File: config.mk
export PLATFORM = sky130hd
export DESIGN_NAME = jtdd_timing_gen
export DESIGN_NICKNAME = d
export VERILOG_FILES = /design/src/rtl/jtdd_timing_gen.sv
export SDC_FILE = /design/constraint.sdc
export NUM_CORES = 1
export LEC_CHECK = 0
export CORE_MARGIN = 2
export CORE_UTILIZATION = 35
export DETAILED_ROUTE_END_ITERATION = 12
export MAX_ROUTING_LAYER = met4
export PLACE_DENSITY = 0.58
export SLEW_MARGIN = 20
export SYNTH_ARGS = -nofsm -noshare
export SYNTH_HDL_FRONTEND = slang
export SYNTH_SLANG_ARGS = --single-unit
File: constraint.sdc
create_clock -name clk -period 4.3 [get_ports clk]
set_input_delay 0.43 -clock clk [delete_from_list [all_inputs] [get_ports clk]]
set_output_delay 0.43 -clock clk [all_outputs]
set_load 0.05 [all_outputs]
File: src/rtl/jtdd_timing_gen.sv
// Parametrised video timing generator for the jtdd cores: pixel/line counters,
// blanking, sync, bus-phase strobes, field parity and frame start, advanced by pxl_cen.
module jtdd_timing_gen #(
  parameter int HW       = 9,
  parameter int VW       = 8,
  parameter int HTOTAL   = 384,
  parameter int HB_START = 256,
  parameter int HS_START = 309,
  parameter int HS_LEN   = 27,
  parameter int VSTART   = 8,
  parameter int VEND     = 255,
  parameter int VB_START = 248,
  parameter int VB_END   = 16,
  parameter int VBDLY    = 5,
  parameter int VS_START = 233,
  parameter int VS_LEN   = 3,
  parameter int MW       = 6
) (
  input  logic          clk,
  input  logic          rst,
  input  logic          pxl_cen,
  input  logic          flip,
  input  logic [3:0]    hoff,
  output logic [7:0]    HPOS,
  output logic [VW-1:0] VPOS,
  output logic          HBL,
  output logic          VBL,
  output logic          HS,
  output logic          VS,
  output logic [MW-1:0] M,
  output logic          field,
  output logic          frame_start
);

  // VS falls VS_LEN lines after it rises, counted through the VEND->VSTART wrap
  localparam int VLINES = VEND - VSTART + 1;
  localparam int VS_END = (VS_START + VS_LEN > VEND) ? VS_START + VS_LEN - VLINES
                                                      : VS_START + VS_LEN;

  localparam logic [HW-1:0] H_LAST   = HW'(HTOTAL - 1);
  localparam logic [HW-1:0] H_BLANK  = HW'(HB_START);
  localparam logic [HW:0]   HS_BASE  = (HW+1)'(HS_START);
  localparam logic [HW:0]   HS_WIDTH = (HW+1)'(HS_LEN);
  localparam logic [VW-1:0] V_FIRST  = VW'(VSTART);
  localparam logic [VW-1:0] V_LAST   = VW'(VEND);
  localparam logic [VW-1:0] VB_ON    = VW'(VB_START);
  localparam logic [VW-1:0] VB_OFF   = VW'(VB_END);
  localparam logic [VW-1:0] VS_ON    = VW'(VS_START);
  localparam logic [VW-1:0] VS_OFF   = VW'(VS_END);

  logic [HW-1:0]    hn;
  logic [HW-1:0]    nextn;
  logic [VW-1:0]    vn;
  logic [VW-1:0]    vn_nx;
  logic [3:0]       hoff_l;
  logic [VBDLY-1:0] vbl_dly;
  logic [HW:0]      hs0;
  logic [HW:0]      hs1;
  logic             line_end;
  logic             frame_end;
  logic             raw_nx;
  logic             hs_rise;
  logic [MW-1:0]    m_nx;

  always_comb begin
    line_end  = (hn == H_LAST);
    nextn     = line_end ? '0 : hn + HW'(1);
    frame_end = line_end && (vn == V_LAST);
    vn_nx     = frame_end ? V_FIRST : vn + VW'(1);
    // vn always lies in VSTART..VEND, so the two raw-blank ranges reduce to these bounds
    raw_nx    = (vn_nx >= VB_ON) || (vn_nx < VB_OFF);
    hs0       = HS_BASE + {{(HW-3){hoff_l[3]}}, hoff_l};
    hs1       = hs0 + HS_WIDTH;
    hs_rise   = ({1'b0, nextn} == hs0);
    m_nx      = '0;
    for (int i = 0; i < MW; i++) begin
      m_nx[i] = nextn[0] && (nextn[3:1] == 3'(i));
    end
  end

  assign HPOS = hn[7:0] ^ {8{flip}};
  assign VBL  = vbl_dly[VBDLY-1];

  always_ff @(posedge clk or posedge rst) begin
    if (rst) begin
      VPOS <= '0;
    end else begin
      VPOS <= vn ^ {VW{flip}};
    end
  end

  always_ff @(posedge clk or posedge rst) begin
    if (rst) begin
      hn          <= '0;
      vn          <= V_FIRST;
      hoff_l      <= '0;
      vbl_dly     <= '0;
      HBL         <= 1'b0;
      HS          <= 1'b0;
      VS          <= 1'b0;
      M           <= '0;
      field       <= 1'b0;
      frame_start <= 1'b0;
    end else begin
      frame_start <= 1'b0;
      if (pxl_cen) begin
        hn  <= nextn;
        HBL <= (nextn >= H_BLANK);
        HS  <= ({1'b0, nextn} >= hs0) && ({1'b0, nextn} < hs1);
        M   <= m_nx;
        // VS edges are tied to the HS leading edge so they follow hoff
        if (hs_rise) begin
          if (vn == VS_ON) begin
            VS <= 1'b1;
          end else if (vn == VS_OFF) begin
            VS <= 1'b0;
          end
        end
        if (line_end) begin
          vn         <= vn_nx;
          vbl_dly[0] <= raw_nx;
          for (int i = 1; i < VBDLY; i++) begin
            vbl_dly[i] <= vbl_dly[i-1];
          end
          if (frame_end) begin
            field       <= ~field;
            frame_start <= 1'b1;
            hoff_l      <= hoff;
          end
        end
      end
    end
  end

endmodule
# Word level (Yosys, flattened, before mapping)
# Cells that the tools add are included.
[word_totals]
output_inout_bits = 28
register_bits = 45
word_cells = 54
[op_classes]
n_addsub = 4
bitwise_logic = 3
eq_ne = 10
muxes = 7
n_lt_le_gt_ge = 5
n_reduce_logical = 14
[op_table]
columns = ["cell", "count"]
rows = [
  ["8-bit == test, second input constant", 3],
  ["8-bit bitwise XOR", 2],
  ["10-bit by 5-bit adder with 10-bit output, second input constant", 1],
  ["9-bit by 10-bit adder with 10-bit output, first input constant", 1],
  ["9-bit by 10-bit == test with 1-bit output", 1],
  ["9-bit by 10-bit >= comparator with 1-bit output", 1],
  ["9-bit by 10-bit < comparator with 1-bit output", 1],
  ["9-bit by 1-bit adder with 9-bit output, second input constant", 1],
  ["9-bit == test, second input constant", 1],
  ["9-bit >= comparator, second input constant", 1],
  ["9-bit 2-to-1 mux", 1],
  ["8-bit by 1-bit adder with 8-bit output, second input constant", 1],
  ["8-bit >= comparator, second input constant", 1],
  ["1-bit logical AND", 8],
  ["8-bit by 5-bit < comparator with 1-bit output, second input constant", 1],
  ["8-bit 2-to-1 mux", 1],
  ["3-bit by 2-bit == test with 1-bit output, second input constant", 2],
  ["3-bit == test, second input constant", 2],
  ["3-bit AND reduction", 2],
  ["1-bit 2-to-1 mux", 5],
  ["3-bit by 1-bit == test with 1-bit output, second input constant", 1],
  ["3-bit zero test", 1],
  ["2-bit AND reduction", 1],
  ["2-bit nonzero test", 1],
  ["2 further kinds", 2],
]

# Longest topological paths before layout
[logic_depth]
ltp_word = 5
mapped_depth = 12
mapped_depth_nobuf = 12

# Worst setup path before layout
# OpenSTA, ideal clock, no wires.
[synth_path]
path_type = "flip-flop to flip-flop"
start = "register hn[0]"
end = "register VS"
synth_period_minus_slack_ns = 2.496
setup_ns = 0.128
arrival_time_ns = 2.369
path_slack_ns = 1.804
path_buffers = 0
stages_incl_launch_ff = 12
cell_sequence = "dfrtp_1 ha_1 nand3_4 nor3_2 nor2_1 ha_1 nand4_1 a21oi_1 nand2_1 nor4b_2 nand3_1 mux2_1"
[synth_between]
elab_chain_len = 4
elab_cells_between_ends = 5
cone_classes = "1 x add/sub; 2 x eq/ne; 1 x mux; 1 x reduce/logical"
[synth_rtl]
columns = ["item", "line", "text"]
rows = [
  ["start, declared", "51", "logic [HW-1:0] hn;"],
  ["start signal, assigned", "107", "hn <= nextn;"],
  ["9-bit by 1-bit adder with 9-bit output / 9-bit == test (equally long branches)", "67, 66", ""],
  ["9-bit 2-to-1 mux (*)", "67", "nextn = line_end ? '0 : hn + HW'(1);"],
  ["named net nextn[3]", "52", "logic [HW-1:0] nextn;"],
  ["9-bit by 10-bit == test with 1-bit output (*)", "74", "hs_rise = ({1'b0, nextn} == hs0);"],
  ["3-bit AND reduction (no line) (*)", "n/a", ""],
  ["end signal, assigned", "100", "VS <= 1'b0;"],
  ["end signal, assigned", "114", "VS <= 1'b1;"],
  ["end signal, assigned", "116", "VS <= 1'b0;"],
  ["end, declared", "29", "output logic VS,"],
]
# The timed path passes the listed nets; every way through them passes the cells marked *.
# A chain may end at the register's enable or synchronous reset.

# Final worst setup path
[layout_path]
start = "input port flip"
end = "output port HPOS[1]"
[layout_between]
elab_chain_len = 1
[layout_rtl]
columns = ["item", "line", "text"]
rows = [
  ["start, declared", "22", "input logic flip,"],
  ["8-bit bitwise XOR", "81", "assign HPOS = hn[7:0] ^ {8{flip}};"],
  ["end, declared", "24", "output logic [7:0] HPOS,"],
]
# No other way between the ends.

==> impl_metrics.py <==
metrics = {
    "drt": {
        "ant_nets": 0,
        "drcViolationCount": 0,
        "via_per_inst": 4.908,
        "wl_um": 5366,
        "vias": 2022,
        "wl_per_cell_um": 13.02,
        "first_pass_iters": 4,
        "drtIter0Drc": 122,
    },
    "critical_path": {
        "worst-path-max-fanout": 16,
        "required_ns": 3.87,
        "cp-end-kind": "primary output",
        "crit_type": "in2out",
        "path_cells": "clkdlybuf4s50_1 > xor2_1 > clkdlybuf4s50_1",
        "cpMostUsedCell": "clkdlybuf4s50_1",
        "cpMaxStageDelayCell": "clkdlybuf4s50_1",
        "arrival_ns": 2.49,
        "reg2reg_slack_ns": 1.44,
        "rr_startpoint": "hn[0]",
        "worstReg2RegEnd": "VS",
        "r2r_cells": 11,
        "cp-start-kind": "input pin",
        "cpPeakStageDelay_ns": 1.03,
    },
    "min_path": {
        "hp-start": "vbl_dly[2]",
        "hold_end": "vbl_dly[2]",
        "hp-class": "reg2reg",
        "whs_path_depth": 2,
    },
    "place": {
        "globalplace.congestion": 0.7984,
        "dp_slack_ns": 1.355,
        "dp_hpwl_um": 3901,
        "port_buffers": 35,
        "dp_cells": 404,
        "dpl-instance-area_um2": 3107,
    },
    "grt": {
        "grt_pass1_wl_um": 9239,
        "antenna_found_initial": 0,
        "grt_use_total": 0.1394,
        "grt_start_max_net_pins": 45,
        "first_global_vias": 1874,
        "grt_overflow": 0,
    },
    "die": {
        "fp-row-count": 31,
        "initial_core_util": 0.3670,
        "ios": 36,
        "coreArea_um2": 7331,
        "fp.dieArea_um2": 8403,
        "die_width_um": 91.67,
        "chipHeight_um": 91.67,
    },
    "sta": {
        "setup_tns_ns": 0,
        "hold_violations": 0,
        "setup_viol": 0,
        "layout_min_cycle_time_ns": 2.919,
        "rsz0062_at_grt": "false",
        "slew_violations": 0,
        "hold_ws_ns": 0.4696,
        "worstMarginPinSlew_ns": 0.8601,
        "fin_skew_ns": 0.006148,
        "worst_slack_ns": 1.381,
        "fmax_mhz": 342.6,
        "max_slew_margin": 0.4248,
        "fin_crit_sh": 0.6788,
    },
    "clock_network": {
        "cts_tree": "done",
        "cts_resized": 0,
        "cts-buffers-inserted": 5,
        "clk_path_buf_depth": 2,
        "cts.clk_slew.worst_paths_ns": 0.08,
        "cts-root-buf": "clkbuf_8",
        "htree_levels": 2,
        "postCtsHoldBufs": 0,
        "clock-sinks": 44,
        "cts_setup_buffers": 0,
        "clk_latency_ns": 0.30,
    },
    "power_and_ir_drop": {
        "leakagePower_nw": 1.407,
        "vdd_drop_max_uv": 285.0,
        "powerDensity_nw_per_um2": 479.7,
        "finalPower_mw": 1.531,
    },
    "yosys": {
        "avgSynthCellArea_um2": 9.573,
        "ys_async_sr_fraction": 1.000,
        "yosysTopAreaCellShare": 0.4000,
        "yosysSeqAreaShare": 0.4098,
        "ys.warnings.count": 0,
        "synth_area_leaders": "dfrtp_1, ha_1, xor2_1, nand2_1, xnor2_1",
        "synth-edff-count": 0,
        "synth.largest_area_cell": "dfrtp_1",
        "synthCells": 281,
        "synth-seq-cells": 44,
        "synth.distinct_cells": 51,
        "syn-cell-area_um2": 2690,
        "ys.flop_type": "dfrtp_1",
    },
    "finish": {
        "diodes": 0,
        "stdcell_area_um2": 3192,
        "fin_nets": 339,
        "layoutNonFillerInstCount": 412,
        "fin_util": 0.4354,
        "drive_above_1_share": 0.09265,
        "final_common_cell": "dfrtp_1",
        "final_cell_mix": "dfrtp_1, nand2_1, clkdlybuf4s50_1",
        "area_delta_synth_final_pct": 18.65,
    },
    "flow_run": {
        "cap_violations": 0,
    },
    "outcome": {
        "run_status": "finished, final reports clean",
    },
}
## worst max-delay path, delay by kind of cell
kind                      cells  cell delay (ns)
buffers and inverters         2             1.86
xor gates and xnor gates      1             0.19
## cells in the mapped netlist, drive strengths merged (2+ instances only)
library cell,instances
nand3,14
inv,16
o21a,2
a31o,2
dfrtp,43
nor2,15
nor3,5
mux2,8
clkbuf,5
xnor2,11
nor2b,5
nand4,8
and2,4
o21ai,18
buf,9
a21oi,8
nor4,2
ha,19
xor2,22
nor4b,2
and3,3
nand2,37
mux2i,4
nand2b,2
conb,2
## flip-flops by register name, summed over array words and instances, names as in the netlist, 4 cells and up
| signal | cells |
|---|---|
| hn | 8 |
| hoff_l | 4 |
| M | 6 |
| vbl_dly | 5 |
| vn | 8 |
| VPOS | 8 |
## per-layer routing
layer / track usage / wire (µm) / vias up
met5: - / 0 / -
met4: 0.05177 / 96 / 0
met3: 0.02219 / 180 / 9
met2: 0.1955 / 2290 / 41
met1: 0.2024 / 2797 / 970
li1: - / - / 1002
## cells by family after synthesis
logic type | after synthesis | share of synthesized area
other | 2 | 0.002792
AOI/OAI and AO/OA | 37 | 0.08093
adders and majority gates | 19 | 0.08837
DFF | 44 | 0.4098
and+or+nand+nor | 104 | 0.2116
buffers and inverters | 30 | 0.05070
muxes | 12 | 0.04837
xor gates and xnor gates | 33 | 0.1074
## area by class of cell
class / count / area [µm²]
Clock inverter: 2 / 12.51
Sequential cell: 44 / 1102
Fill cell: 699 / 4139
Inverter: 16 / 60.06
Clock buffer: 6 / 72.57
Timing Repair Buffer: 37 / 365.4
Tap cell: 99 / 123.9
Multi-Input combinational cell: 208 / 1455
## worst max path at each step
stage	startpoint	to	slack [ns]	depth (start not counted)
after global routing	hn[0]	VS	1.11	11
after detailed placement	flip	HPOS[1]	1.35	3
after CTS	flip	HPOS[1]	1.35	3
final	flip	HPOS[1]	1.38	3
after global placement	flip	HPOS[0]	1.38	3
after floorplan	hn[0]	VS	1.80	11
## power breakdown
group	total (mW)	switching (mW)	internal (mW)
Sequential	0.553	0.0862	0.467
Combinational	0.716	0.447	0.269
Clock	0.262	0.148	0.114
No activity file was read; power rests on OpenSTA's default activity.
